**config.mk**
```make
export PLATFORM = sky130hd
export DESIGN_NAME = mobo_bus_bridge
export DESIGN_NICKNAME = d
export VERILOG_FILES = /design/src/rtl/mobo_bus_bridge.sv
export SDC_FILE = /design/constraint.sdc
export NUM_CORES = 1
export LEC_CHECK = 0
export ABC_CLOCK_PERIOD_IN_PS = 2200
export CORE_MARGIN = 3
export CORE_UTILIZATION = 40
export CTS_CLUSTER_SIZE = 10
export DETAILED_ROUTE_END_ITERATION = 12
export PLACE_DENSITY = 0.81
export SLEW_MARGIN = 20
export SYNTH_ARGS = -nofsm -noshare
export SYNTH_HDL_FRONTEND = slang
export SYNTH_SLANG_ARGS = --single-unit
```
**constraint.sdc**
```tcl
create_clock -name clk -period 2.2 [get_ports clk]
set_input_delay 0.44 -clock clk [delete_from_list [all_inputs] [get_ports clk]]
set_output_delay 0.44 -clock clk [all_outputs]
set_load 0.05 [all_outputs]
```
**src/rtl/mobo_bus_bridge.sv**
```systemverilog
// CPU-to-device bridge: decodes the device from the top address bits and runs a four-phase
// rd/wr-ack handshake with it. Optional handshake abort when MOBO_BRIDGE_TIMEOUT_EN is defined.
module mobo_bus_bridge #(
  parameter int WIDTH    = 32,
  parameter int N_DEV    = 2,
  parameter int SEL_BITS = 4,
  parameter int TIMEOUT  = 1024
) (
  input  logic                   clk,
  input  logic                   rst,
  input  logic                   cpu_rd,
  input  logic                   cpu_wr,
  input  logic [WIDTH-1:0]       cpu_addr,
  input  logic [WIDTH-1:0]       cpu_wdata,
  output logic [WIDTH-1:0]       cpu_rdata,
  output logic                   cpu_done,
  output logic                   cpu_err,
  output logic                   cpu_busy,
  output logic [N_DEV-1:0]       dev_rd,
  output logic [N_DEV-1:0]       dev_wr,
  input  logic [N_DEV-1:0]       dev_ack,
  output logic [WIDTH-1:0]       dev_addr,
  output logic [WIDTH-1:0]       dev_wdata,
  input  logic [N_DEV*WIDTH-1:0] dev_rdata
);

  typedef enum logic [2:0] {
    S_IDLE, S_ISSUE, S_WAIT_ACK, S_RELEASE, S_DONE, S_ERR
  } state_t;

  localparam logic [WIDTH-1:0] ADDR_MASK = {WIDTH{1'b1}} >> SEL_BITS;

  if (N_DEV < 1 || N_DEV > 16 || SEL_BITS < $clog2(N_DEV) || SEL_BITS >= WIDTH ||
      TIMEOUT < 2) begin : g_bad_params
    $error("mobo_bus_bridge: illegal parameter combination");
  end

  state_t               state_q, state_d;
  logic                 is_rd_q, is_rd_d;
  logic [N_DEV-1:0]     sel_oh_q, sel_oh_d;
  logic [WIDTH-1:0]     addr_q, addr_d;
  logic [WIDTH-1:0]     wdata_q, wdata_d;
  logic [WIDTH-1:0]     rdata_q, rdata_d;
  logic [N_DEV-1:0]     rd_pin_q, rd_pin_d;
  logic [N_DEV-1:0]     wr_pin_q, wr_pin_d;
  logic                 done_q, done_d;
  logic                 err_q, err_d;
  logic                 busy_q;

  logic [SEL_BITS-1:0]  req_sel;
  logic                 req_mapped;
  logic [N_DEV-1:0]     req_oh;
  logic                 ack_sel;
  logic [WIDTH-1:0]     rdata_mux;
  logic                 tmo;

  assign req_sel    = cpu_addr[WIDTH-1 -: SEL_BITS];
  assign req_mapped = int'(req_sel) < N_DEV;
  assign ack_sel    = |(dev_ack & sel_oh_q);

  always_comb begin
    req_oh    = '0;
    rdata_mux = '0;
    for (int k = 0; k < N_DEV; k++) begin
      req_oh[k] = (int'(req_sel) == k);
      if (sel_oh_q[k]) rdata_mux = rdata_mux | dev_rdata[k*WIDTH +: WIDTH];
    end
  end

`ifdef MOBO_BRIDGE_TIMEOUT_EN
  localparam int CNT_W = $clog2(TIMEOUT) + 1;
  logic [CNT_W-1:0] cnt_q, cnt_d;

  // Zero while idle, so it restarts from 0 on every entry to ISSUE.
  always_comb begin
    cnt_d = '0;
    if (state_q == S_ISSUE || state_q == S_WAIT_ACK || state_q == S_RELEASE)
      cnt_d = cnt_q + CNT_W'(1);
  end

  always_ff @(posedge clk or negedge rst) begin
    if (!rst) cnt_q <= '0;
    else      cnt_q <= cnt_d;
  end

  assign tmo = (cnt_q == CNT_W'(TIMEOUT - 1));
`else
  assign tmo = 1'b0;
`endif

  always_comb begin
    state_d  = state_q;
    is_rd_d  = is_rd_q;
    sel_oh_d = sel_oh_q;
    addr_d   = addr_q;
    wdata_d  = wdata_q;
    rdata_d  = rdata_q;
    rd_pin_d = rd_pin_q;
    wr_pin_d = wr_pin_q;
    done_d   = 1'b0;
    err_d    = 1'b0;
    unique case (state_q)
      S_IDLE: begin
        if ((cpu_rd && cpu_wr) || ((cpu_rd || cpu_wr) && !req_mapped)) begin
          state_d = S_ERR;
          done_d  = 1'b1;
          err_d   = 1'b1;
        end else if (cpu_rd ^ cpu_wr) begin
          state_d  = S_ISSUE;
          is_rd_d  = cpu_rd;
          sel_oh_d = req_oh;
          addr_d   = cpu_addr & ADDR_MASK;
          wdata_d  = cpu_wdata;
        end
      end
      // A still-high ack here belongs to the previous (possibly aborted) transfer.
      S_ISSUE: begin
        if (tmo) begin
          state_d = S_ERR;
          done_d  = 1'b1;
          err_d   = 1'b1;
        end else if (!ack_sel) begin
          state_d = S_WAIT_ACK;
          if (is_rd_q) rd_pin_d = sel_oh_q;
          else         wr_pin_d = sel_oh_q;
        end
      end
      S_WAIT_ACK: begin
        if (tmo) begin
          state_d  = S_ERR;
          done_d   = 1'b1;
          err_d    = 1'b1;
          rd_pin_d = '0;
          wr_pin_d = '0;
        end else if (ack_sel) begin
          state_d  = S_RELEASE;
          rd_pin_d = '0;
          wr_pin_d = '0;
          if (is_rd_q) rdata_d = rdata_mux;
        end
      end
      S_RELEASE: begin
        if (tmo) begin
          state_d = S_ERR;
          done_d  = 1'b1;
          err_d   = 1'b1;
        end else if (!ack_sel) begin
          state_d = S_DONE;
          done_d  = 1'b1;
        end
      end
      S_DONE:  state_d = S_IDLE;
      S_ERR:   state_d = S_IDLE;
      default: state_d = S_IDLE;
    endcase
  end

  always_ff @(posedge clk or negedge rst) begin
    if (!rst) begin
      state_q  <= S_IDLE;
      is_rd_q  <= 1'b0;
      sel_oh_q <= '0;
      addr_q   <= '0;
      wdata_q  <= '0;
      rdata_q  <= '0;
      rd_pin_q <= '0;
      wr_pin_q <= '0;
      done_q   <= 1'b0;
      err_q    <= 1'b0;
      busy_q   <= 1'b0;
    end else begin
      state_q  <= state_d;
      is_rd_q  <= is_rd_d;
      sel_oh_q <= sel_oh_d;
      addr_q   <= addr_d;
      wdata_q  <= wdata_d;
      rdata_q  <= rdata_d;
      rd_pin_q <= rd_pin_d;
      wr_pin_q <= wr_pin_d;
      done_q   <= done_d;
      err_q    <= err_d;
      busy_q   <= (state_d != S_IDLE);
    end
  end

  assign cpu_rdata = rdata_q;
  assign cpu_done  = done_q;
  assign cpu_err   = err_q;
  assign cpu_busy  = busy_q;
  assign dev_rd    = rd_pin_q;
  assign dev_wr    = wr_pin_q;
  assign dev_addr  = addr_q;
  assign dev_wdata = wdata_q;

endmodule

```
==> flow_metrics.tcl, run 1 <==
set metrics [dict create \
    status "complete, no violations" \
    ys_types 31 \
    vias_per_cell 5.00 \
    synth_top_area_frac 0.579 \
    worstPathRequired_ps 2420 \
    cts_resized 0 \
    r2r_slack_ps 250 \
    reg2reg_depth 4 \
    antenna_cells 0 \
    netSwitchingFraction 0.462 \
    critPathArrivalTime_ps 2260 \
    die-area_um2 12700 \
    cts_max_path_buffers 2 \
    grt_overflow 0 \
    ant_nets 0 \
    peakVddDrop_mv 0.947 \
    power.total_mw 12.2 \
    cts_setup_buffers 0 \
    hold_viol 0 \
    min_period_ps 2040 \
    netlist_top_cells_area "dfrtp_1 58%, mux2_2 16%, mux2_4 9.9%" \
    rows 38 \
    yosysSeqAreaShare 0.579 \
    setup_violations 0 \
    clk_pin_slew_ps 70 \
    syn_area_per_cell_um2 15.0 \
    rsz0062_at_grt "no" \
    pwr-share-clk 0.120 \
    drc_errors 0 \
    grtUsageTotal 0.197 \
    areaGrowthSynthToFinish_pct 61.6 \
    max_freq_mhz 490 \
    clockRootBuffer "clkbuf_16" \
    nNetsFinal 678 \
    ys.flop_type "dfrtp_1" \
    path_cells "clkdlybuf4s50_1, inv_1, ha_1, o2111ai_4, buf_12, mux2_2" \
    gp_congestion 0.781 \
    cp.buffers_inverters 3 \
    hpwl_mm 9.23 \
    end_kind "register" \
    vias 3425 \
    min_path_type "in -> async" \
    p_sw_mw 5.62 \
    drt_iter0_markers 87 \
    pin_count 237 \
    antenna_found_initial 0 \
    finalCritPeriodShare 0.928 \
    numPortBuffers 232 \
    pre_cts_ws_ps -176 \
    clock_skew_ps 4.01 \
    wire_per_inst_um 17.9 \
    cp_max_fo 62 \
    drv_slew 0 \
    intPower_mw 6.54 \
    power_frac_comb 0.605 \
    cts_tree "done" \
    grt_pass1_vias 3767 \
    worstReg2RegStart "state_q[2]" \
    worst_slack_ps 159 \
    crit_slowest_cell "clkdlybuf4s50_1" \
    fp.coreArea_um2 11000 \
    drive_gt1_frac 0.231 \
    die_y_um 112 \
    seq_power_share 0.275 \
    grt_pass1_wl_mm 19.6 \
    worst_pin_slew_ps 551 \
    cpLargestDelayFamily "buffers and inverters" \
    maxCapViolCount 0 \
    syn_inst 302 \
    netlist_area_um2 4540 \
    synth.ff_latch_count 105 \
    initial_utilization 0.413 \
    cts.htree.levels 3 \
    dr.pass1.iters 4 \
    relSlewSlack 0.632 \
    clk_latency_ps 340 \
    powerDensity_nw_per_um2 1660 \
    r2r_end "cpu_rdata[10]" \
    synth_top_area_cell "dfrtp_1" \
    die_w_um 112 \
    critPathKind "in -> reg" \
    grt_start_max_net_pins 63 \
    critical-path-max-stage-delay_ps 530 \
    cts_hold_buf 0 \
    numCtsBuffers 9 \
    crit_path_start_kind "input port" \
    synth_edf_count 0 \
    drt_wl_total_mm 12.2 \
    clock-sinks 105 \
    yosysWarnings 0 \
    power.leakage_nw 3.29 \
    async_reset_ff_frac 1.00 \
]
power by group through the flow:
stage / logic, mW / registers [mW] / clock network, mW
3_5_place_dp: 7.38 / 3.38 / 0
6_report: 7.35 / 3.35 / 1.46
3_3_place_gp: 7.27 / 3.33 / 0
4_1_cts: 7.42 / 3.35 / 1.51
2_1_floorplan: 1.66 / 6.36 / 0
5_1_grt: 7.67 / 3.47 / 1.58
flip-flops by register name, indices dropped and copies added (netlist names):
register	flops
cpu_rdata	32
dev_wdata	32
dev_addr	28
state_q	3
dev_rd	2
dev_wr	2
sel_oh_q	2
cpu_busy	1
cpu_done	1
cpu_err	1
is_rd_q	1
layer usage:
metal  GRT usage  vias to the layer above  wire, µm
met4      0.0817                        0       323
met1       0.224                     1675      4570
met5           0                        -         0
li1            -                     1568         -
met3      0.0701                       23      1130
met2       0.339                      159      6230
stage by stage:
step           TNS, ps  cells  hold WS [ps]  area (µm²)  utilization
2_1_floorplan        0    305           144        4550            -
3_5_place_dp    -10750    671           448        7070        0.643
4_1_cts              0    685          80.8        7330        0.667
5_1_grt              0    685           100        7330        0.667
6_report             0    685          59.0        7330        0.667
3_3_place_gp     -7330    671           442        7070        0.643
worst max-delay path by stage:
| stage | start | to | slack (ps) | cells after the start |
|---|---|---|---|---|
| after global routing | cpu_rd | dev_addr[4] | 110 | 6 |
| after global placement | cpu_rd | dev_addr[0] | -110 | 6 |
| after floorplan | cpu_rd | dev_wdata[23] | 160 | 5 |
| final | cpu_rd | dev_addr[6] | 160 | 6 |
| after detailed placement | cpu_rd | dev_wdata[21] | -180 | 6 |
| after CTS | cpu_rd | dev_addr[6] | 180 | 6 |
cell usage in the layout (no fill, tap or decap), types with 4 or more instances in the layout:
cell type	instances
a22o_1	33
buf_4	15
clkbuf_16	9
clkdlybuf4s50_1	231
conb_1	4
dfrtp_1	105
inv_1	10
mux2_2	63
mux2_4	30
mux2i_1	4
nand3_1	4
o22ai_1	4
cells by family after synthesis:
family                     synth area share
muxes                                 0.265
AOI/OAI and AO/OA                    0.0792
DFF                                   0.579
other                              0.000827
buffers and inverters                0.0433
and+or+nand+nor                      0.0273
adders and majority gates           0.00552
Yosys cell counts (all sizes together), types with 2 or more instances:
cell type,instances
a21oi,3
a22o,33
buf,9
clkbuf,14
dfrtp,105
ha,2
inv,10
mux2,93
mux2i,4
nand2b,2
nand3,4
nor2,3
nor3,3
o22ai,4
or3b,2
layout make-up:
class	instances	area, µm²
fillers	812	3650
flip-flops and latches	105	2630
repair buffers	249	2480
multi-input cells	167	1740
clock buffers	14	264
well taps	140	175
inverters	10	37.5
No activity file was read; power rests on OpenSTA's default activity.
==> inputs of run 2 (changes only) <==
Settings changed: ABC_CLOCK_PERIOD_IN_PS 2200 to 1900.
Clock period 2.2 ns to 1.9 ns, I/O delays scaled along.
==> run 2 against run 1 <==
Effect of this change: power rose by 14%; clock skew is 1.9 ps higher; combinational power is 13% higher; wire length is 5.6% higher; worst hold slack gained 440 ps; clock power increased by 17%; via count is 1.3% higher; cell area up 2.6%; first-iteration DRC count decreased by 13%; critical endpoint is now dev_addr[11].
==> flow_metrics.tcl, run 2 (synthesized netlist as in run 1, its figures left out) <==
set metrics [dict create \
    r2r_slack_ps 50 \
    clockRootBuffer "clkbuf_16" \
    grt_pass1_wl_mm 19.7 \
    rows 38 \
    grt_start_max_net_pins 51 \
    final_cell_mix "139 x clkdlybuf4s50_1, 105 x dfrtp_1, 63 x mux2_2" \
    vias_per_cell 4.99 \
    worst_slack_ps 34.4 \
    nNetsFinal 687 \
    drt_wl_total_mm 12.9 \
    powerDensity_nw_per_um2 1840 \
    dr.pass1.iters 4 \
    final_common_cell "clkdlybuf4s50_1" \
    drc_errors 0 \
    antenna_cells 0 \
    crit_path_start_kind "register" \
    pin_count 237 \
    hpwl_mm 9.10 \
    use_met3 0.0787 \
    cp.buffers_inverters 1 \
    grt.busiest_layer "met2" \
    crit_slowest_cell "clkdlybuf4s50_1" \
    pre_cts_ws_ps -357 \
    ant_nets 0 \
    die_w_um 112 \
    min_period_ps 1870 \
    grt_pass1_vias 3786 \
    drv_slew 0 \
    min-delay-start "dev_addr[17]" \
    placed_area_um2 7040 \
    clk_pin_slew_ps 70 \
    cts.htree.levels 3 \
    relSlewSlack 0.649 \
    whs_ps 498 \
    die_y_um 112 \
    clock-sinks 105 \
    clock_skew_ps 5.94 \
    critical-path-max-stage-delay_ps 800 \
    crit_path_start "dev_addr[11]" \
    cts_tree "done" \
    antenna_found_initial 0 \
    cpLargestDelayFamily "buffers and inverters" \
    grt_overflow 0 \
    gp_congestion 0.807 \
    power.leakage_nw 4.02 \
    min_path_type "reg -> reg" \
    drive_gt1_frac 0.297 \
    peakVddDrop_mv 1.10 \
    worstPathRequired_ps 1520 \
    setup_violations 0 \
    numCtsBuffers 9 \
    cts_max_path_buffers 2 \
    fin_area_um2 7520 \
    finalCritPeriodShare 0.982 \
    clk_latency_ps 340 \
    critPathKind "reg -> out" \
    areaGrowthSynthToFinish_pct 65.8 \
    initial_utilization 0.413 \
    critPathArrivalTime_ps 1490 \
    numPortBuffers 232 \
    grt_util_met1 0.227 \
    cp_max_fo 2 \
    wire_per_inst_um 18.6 \
    met2_usage 0.337 \
    end_kind "primary output" \
    status "complete, no violations" \
    worst_pin_slew_ps 526 \
    path_cells "clkdlybuf4s50_1" \
    die-area_um2 12700 \
    maxCapViolCount 0 \
    worstReg2RegStart "state_q[0]" \
    hold_viol 0 \
    fp.coreArea_um2 11000 \
    vias 3471 \
    grtUsageTotal 0.197 \
    max_freq_mhz 536 \
    drt_iter0_markers 76 \
]
-- run 2: cell count changes in the layout (fill, tap and decap cells not counted), sizes merged, moves of 4 or more --
cell           change
dlygate4sd2       +26
clkinv             +4
clkdlybuf4s50     -92
dlymetal6s2s      +41
buf               +31
-- run 2: per-stage QoR --
stage,setup TNS [ps],utilization,std cells,power (mW)
2_1_floorplan,-1280,-,305,9.30
3_3_place_gp,-26230,0.641,674,12.2
3_5_place_dp,-28370,0.641,674,12.4
4_1_cts,0,0.666,692,14.0
5_1_grt,-37.5,0.685,696,14.5
6_report,0,0.685,696,13.8
-- run 2: final timing paths --
path / cells past startpoint / endpoint
min in group asynchronous: 2 / cpu_rdata[0]
min: 1 / dev_addr[17]
min reg2reg: 1 / dev_addr[17]
max: 1 / dev_addr[11]
max in group asynchronous: 3 / state_q[2]
max reg2reg: 4 / cpu_rdata[4]
-- run 2: repair_timing --
item | 4_1_cts | 5_1_grt
setup buffers | 0 | 1
pin swaps | 1 | 1
hold buffers | 1 | 0
hold endpoints to repair | 21 | 0
gates resized for setup | 28 | 45
endpoints found under the setup margin | 58 | 92
cloned | 1 | 3
-- run 2: layout make-up --
cell class              instances  area (µm²)
multi-input cells             167        1750
repair buffers                258        2650
flip-flops and latches        105        2630
clock inverters                 5        31.3
inverters                      10        37.5
fillers                       795        3460
well taps                     140         175
clock buffers                  11         243
-- run 2: metal layers --
metal  vias to the layer above  wire [µm]  share of wire
li1                       1594          -              -
met1                      1723       4900           0.38
met2                       144       6710           0.52
met3                        10       1180          0.091
met4                         0        138          0.011
met5                         -          0              0
-- run 2: power by group --
| group | switching (mW) | total, mW | internal [mW] |
|---|---|---|---|
| combinational | 5.22 | 8.27 | 3.05 |
| sequential | 0.547 | 3.86 | 3.31 |
| clock | 0.791 | 1.71 | 0.921 |
| total | 6.56 | 13.8 | 7.28 |
